**src/rtl/sysid_read_arbiter.sv**
```systemverilog
// sysid_read_arbiter: round-robin read sharing of the system-ID slave between NUM_REQ
// requesters, with a boot probe that caches and checks the ID and timestamp words.
module sysid_read_arbiter #(
    parameter int unsigned NUM_REQ     = 4,
    parameter logic [31:0] EXPECTED_ID = 32'd0,
    parameter logic [31:0] EXPECTED_TS = 32'd0,
    parameter bit          CHECK_TS    = 1'b1
) (
    input  logic               clock,
    input  logic               reset,
    input  logic [NUM_REQ-1:0] req,
    input  logic [NUM_REQ-1:0] req_addr,
    output logic [NUM_REQ-1:0] rvalid,
    output logic [31:0]        rdata,
    output logic               sid_address,
    input  logic [31:0]        sid_readdata,
    output logic               boot_done,
    output logic               id_ok,
    output logic [31:0]        id_word,
    output logic [31:0]        ts_word
);

    localparam int unsigned SelW = (NUM_REQ > 1) ? $clog2(NUM_REQ) : 1;

    typedef enum logic [1:0] {
        StBootId,
        StBootTs,
        StArb,
        StResp
    } state_e;

    state_e             state_q;
    logic [NUM_REQ-1:0] pending_q;
    logic [NUM_REQ-1:0] addr_q;
    logic [SelW-1:0]    rr_ptr_q;
    logic [SelW-1:0]    sel_q;

    logic [NUM_REQ-1:0] clr_mask;
    logic [NUM_REQ-1:0] pending_kept;
    logic [NUM_REQ-1:0] capture;
    logic [SelW-1:0]    idx;
    logic [SelW-1:0]    pick;
    logic               pick_valid;
    logic               id_match;
    logic               ts_match;

    // Pending bookkeeping: the served bit is cleared first, so a same-edge request re-pends
    always_comb begin
        clr_mask = '0;
        if (state_q == StResp) begin
            clr_mask[sel_q] = 1'b1;
        end
        pending_kept = pending_q & ~clr_mask;
        capture      = req & ~pending_kept;
    end

    // Round-robin pick: first pending index after rr_ptr, wrapping at NUM_REQ
    always_comb begin
        idx        = '0;
        pick       = '0;
        pick_valid = 1'b0;
        for (int unsigned k = 1; k <= NUM_REQ; k++) begin
            idx = SelW'((32'(rr_ptr_q) + k) % NUM_REQ);
            if (!pick_valid && pending_q[idx]) begin
                pick       = idx;
                pick_valid = 1'b1;
            end
        end
    end

    // Boot probe comparison: the ID is already cached, the timestamp is still on the bus
    always_comb begin
        id_match = (id_word == EXPECTED_ID);
        ts_match = !CHECK_TS || (sid_readdata == EXPECTED_TS);
    end

    // Request capture, boot probe and arbitration FSM with registered outputs
    always_ff @(posedge clock) begin
        if (reset) begin
            state_q     <= StBootId;
            pending_q   <= '0;
            addr_q      <= '0;
            rr_ptr_q    <= SelW'(NUM_REQ - 1);
            sel_q       <= '0;
            rvalid      <= '0;
            rdata       <= '0;
            sid_address <= 1'b0;
            boot_done   <= 1'b0;
            id_ok       <= 1'b0;
            id_word     <= '0;
            ts_word     <= '0;
        end else begin
            rvalid    <= '0;
            pending_q <= pending_kept | req;
            addr_q    <= (addr_q & ~capture) | (req_addr & capture);
            unique case (state_q)
                StBootId: begin
                    id_word     <= sid_readdata;
                    sid_address <= 1'b1;
                    state_q     <= StBootTs;
                end
                StBootTs: begin
                    ts_word   <= sid_readdata;
                    boot_done <= 1'b1;
                    id_ok     <= id_match && ts_match;
                    state_q   <= StArb;
                end
                StArb: begin
                    if (pick_valid) begin
                        sel_q       <= pick;
                        sid_address <= addr_q[pick];
                        state_q     <= StResp;
                    end
                end
                StResp: begin
                    rdata         <= sid_readdata;
                    rvalid[sel_q] <= 1'b1;
                    rr_ptr_q      <= sel_q;
                    state_q       <= StArb;
                end
                default: state_q <= StBootId;
            endcase
        end
    end

endmodule
```
**config.mk**
```make
export PLATFORM = sky130hd
export DESIGN_NAME = sysid_read_arbiter
export DESIGN_NICKNAME = d
export VERILOG_FILES = /design/src/rtl/sysid_read_arbiter.sv
export SDC_FILE = /design/constraint.sdc
export NUM_CORES = 1
export LEC_CHECK = 0
export BUFFER_PORTS_ARGS = -buffer_cell sky130_fd_sc_hd__buf_2
export CAP_MARGIN = 40
export CORE_MARGIN = 10
export CORE_UTILIZATION = 30
export DETAILED_ROUTE_END_ITERATION = 8
export PLACE_DENSITY = 0.49
export SETUP_SLACK_MARGIN = 0.15
export SLEW_MARGIN = 5
export SYNTH_ARGS = -nofsm -noshare
export SYNTH_HDL_FRONTEND = slang
export SYNTH_SLANG_ARGS = --single-unit
```
**constraint.sdc**
```tcl
create_clock -name clock -period 1.95 [get_ports clock]
set_input_delay 0.195 -clock clock [delete_from_list [all_inputs] [get_ports clock]]
set_output_delay 0.195 -clock clock [all_outputs]
set_load 0.02 [all_outputs]
```
==> metrics <==
routed wire length=14500 um; clock transition at the registers of the reported paths=0.05 ns; RSZ-0062 raised after global routing=false; Hold Path Origin=req_addr[1]; initial antenna violation count=0; MaxCap Viol Count=0; cts repair resizes=0; CP Launch Type=register; Clock Sinks=117; Mean Syn Cell Area=7.78 um^2; vias in the first global route=4068; crit-path cells=nor4_1, and4_1, nand3_1, or4_1, a21oi_1; GR Layer Usage met2=23.6%; Post-CTS Setup Bufs=0; yosys warns=0; GRT busiest layer=met2; Yosys cell types=28; Fill cells=1470; CP Capture Type=register; Buf+Inv Stages, Crit Path=0; worst vdd ir=0.516 mV; routability cong.=0.764; Starting DRT DRC Count=268; Slew Limit Fails=0; Pre-antenna DRT Iters=4; Sw Share=25.1%; internal power=5.10 mW; post-route ant nets=0; synth cell count leaders=nand2_1, dfxtp_1, a21oi_1, clkbuf_1, nor4_1; status=complete, no violations; final net count=733; GR met3 Demand/Resource=5.24%; Clk pwr share=49.0%; Reg power frac=38.7%; Worst slew margin=57.8%; setup TNS=0 ns; Async S/R FF share, synth=0%; Final Cycle Share=83.0%; WP data arrival=1.96 ns; Mapped Area=4260 um^2; largest stage delay on the critical path=0.50 ns; largest cells by area after synthesis=dfxtp_1, nand2_1, a21oi_1; die extent in x=139 um; CORE AREA=13900 um^2; Psw=1.71 mW; initial core utilization=30.7%; Final setup viols=0; Least-Margin Pin Slew=0.633 ns; post-route DRC violation count=0; post-synth top area share=55.0%; Die H=139 um; Post-synth EDFFs=0; most common cell in the netlist=nand2_1; Final min period=1.62 ns; Boundary Pins=145; Via density=4.66; dpl hpwl=10200 um; Syn Nets=589; routed len/inst=16.4 um; Max Buffers Root-to-Sink=2; overall power consumption=6.80 mW; critical path fanouts, max=3; ys flop type=dfxtp_1; H-tree levels=4; GRT overflow=0; cell family with most CP delay=simple AND/OR/NAND/NOR gates; CTS root buffer=clkbuf_16; crit path launch=id_word[7]; Die ar.=19400 um^2; synthesis-stage register bit count=117; CTS tree=done; hold buffers post-CTS=0; PD cells=1160 nW/um^2; final hold vios=0; antenna diode count=0; Setup CP Type=register to register; Total GRT Usage=14.7%; Synth area leader=dfxtp_1; ratio of cells with drive above 1 in the final layout=27.6%; Area Growth Syn to Fin=37.5%; GRT met1 Usage=17.6%; Buffers on Ports=144; data required time of the worst path=2.29 ns; row cnt=43; LEAKAGE=2.60 nW; Final Skew=0.00652 ns; Num CTS Buffers=17; Skew-Pair Late Insertion Delay=0.41 ns; slowest CP cell=or4_1; via count=4122; maximum number of pins on one net before global-route repair=71; r2r setup slk=0.33 ns; Logic pwr share=12.3%; sequential share of the synthesized area=55.0%; Cells after Synth=547; R2R Path Start=id_word[7]; Worst Hold Class=input pin to register; first-pass GRT wire length=22900 um; f_max=618 MHz
worst paths after layout:
kind | end | cells past startpoint
min | register | 3
min reg2reg | id_ok | 2
max | id_ok | 5
max reg2reg | id_ok | 5
worst reg2reg max path: stages (launching register included):
cell and delay (ns):
dfxtp_1 0.32, nor4_1 0.26, and4_1 0.25, nand3_1 0.07
or4_1 0.50, a21oi_1 0.14
power by group through the flow:
stage | sequential (mW) | combinational [mW] | clock (mW)
2_1_floorplan | 2.82 | 0.340 | 0
3_3_place_gp | 2.67 | 0.844 | 0
3_5_place_dp | 2.68 | 0.853 | 0
4_1_cts | 2.63 | 0.856 | 3.41
5_1_grt | 2.65 | 0.927 | 3.53
6_report | 2.63 | 0.835 | 3.33
final cells by class:
class | instances | area [um^2] | share of cell area [%]
Inverter | 6 | 22.5 | 0.385
Sequential cell | 117 | 2340 | 40.0
Multi-Input combinational cell | 388 | 1760 | 30.0
Timing Repair Buffer | 161 | 876 | 15.0
Tap cell | 180 | 225 | 3.85
Clock buffer | 21 | 450 | 7.70
Clock inverter | 11 | 180 | 3.08
layer usage:
layer / vias to the layer above / routed length (um)
li1: 2113 / -
met1: 1885 / 6310
met2: 109 / 7010
met3: 15 / 963
met4: 0 / 189
met5: - / 0
flip-flops by register name, indices dropped and copies added (netlist names), named ones only:
signal       count
boot_done        1
ts_word         32
sel_q            2
state_q          2
rvalid           4
id_ok            1
sid_address      1
id_word         32
rr_ptr_q         2
rdata           32
pending_q        4
logic make-up after synthesis:
logic type	after synthesis	share of synthesized area, %
AO/OA/AOI/OAI	122	14.8
multiplexers	1	0.235
flip-flops	117	55.0
buffers and inverters	42	3.79
AND/OR/NAND/NOR	265	26.1
layout by cell type, fill, tap and decap left out, types with 3 or more instances in the layout:
cell / netlist / layout
nor2b_1: 5 / 5
nor2_1: 11 / 10
buf_4: 1 / 16
a31oi_1: 3 / 3
nand3_1: 5 / 5
bufinv_16: 0 / 5
nand2b_1: 3 / 3
nor4_1: 18 / 18
clkbuf_16: 0 / 17
dfxtp_1: 117 / 117
a21oi_1: 107 / 107
buf_2: 0 / 143
clkinv_2: 0 / 6
nand2_1: 208 / 208
inv_1: 6 / 6
o21ai_0: 6 / 6
nor3_1: 4 / 4
clkbuf_1: 34 / 3
stage by stage:
step | setup slack, ns | instances | util [%] | instance area (um^2) | hold WS (ns)
after global routing | 0.167 | 884 | 42.2 | 5850 | 0.0422
after global placement | 0.221 | 852 | 37.6 | 5220 | 0.435
after detailed placement | 0.209 | 852 | 37.6 | 5220 | 0.444
final | 0.331 | 884 | 42.2 | 5850 | 0.0393
after CTS | 0.274 | 884 | 42.2 | 5850 | 0.0223
after floorplan | 0.393 | 547 | - | 4260 | 0.324
No activity file was read; power rests on OpenSTA's default activity.
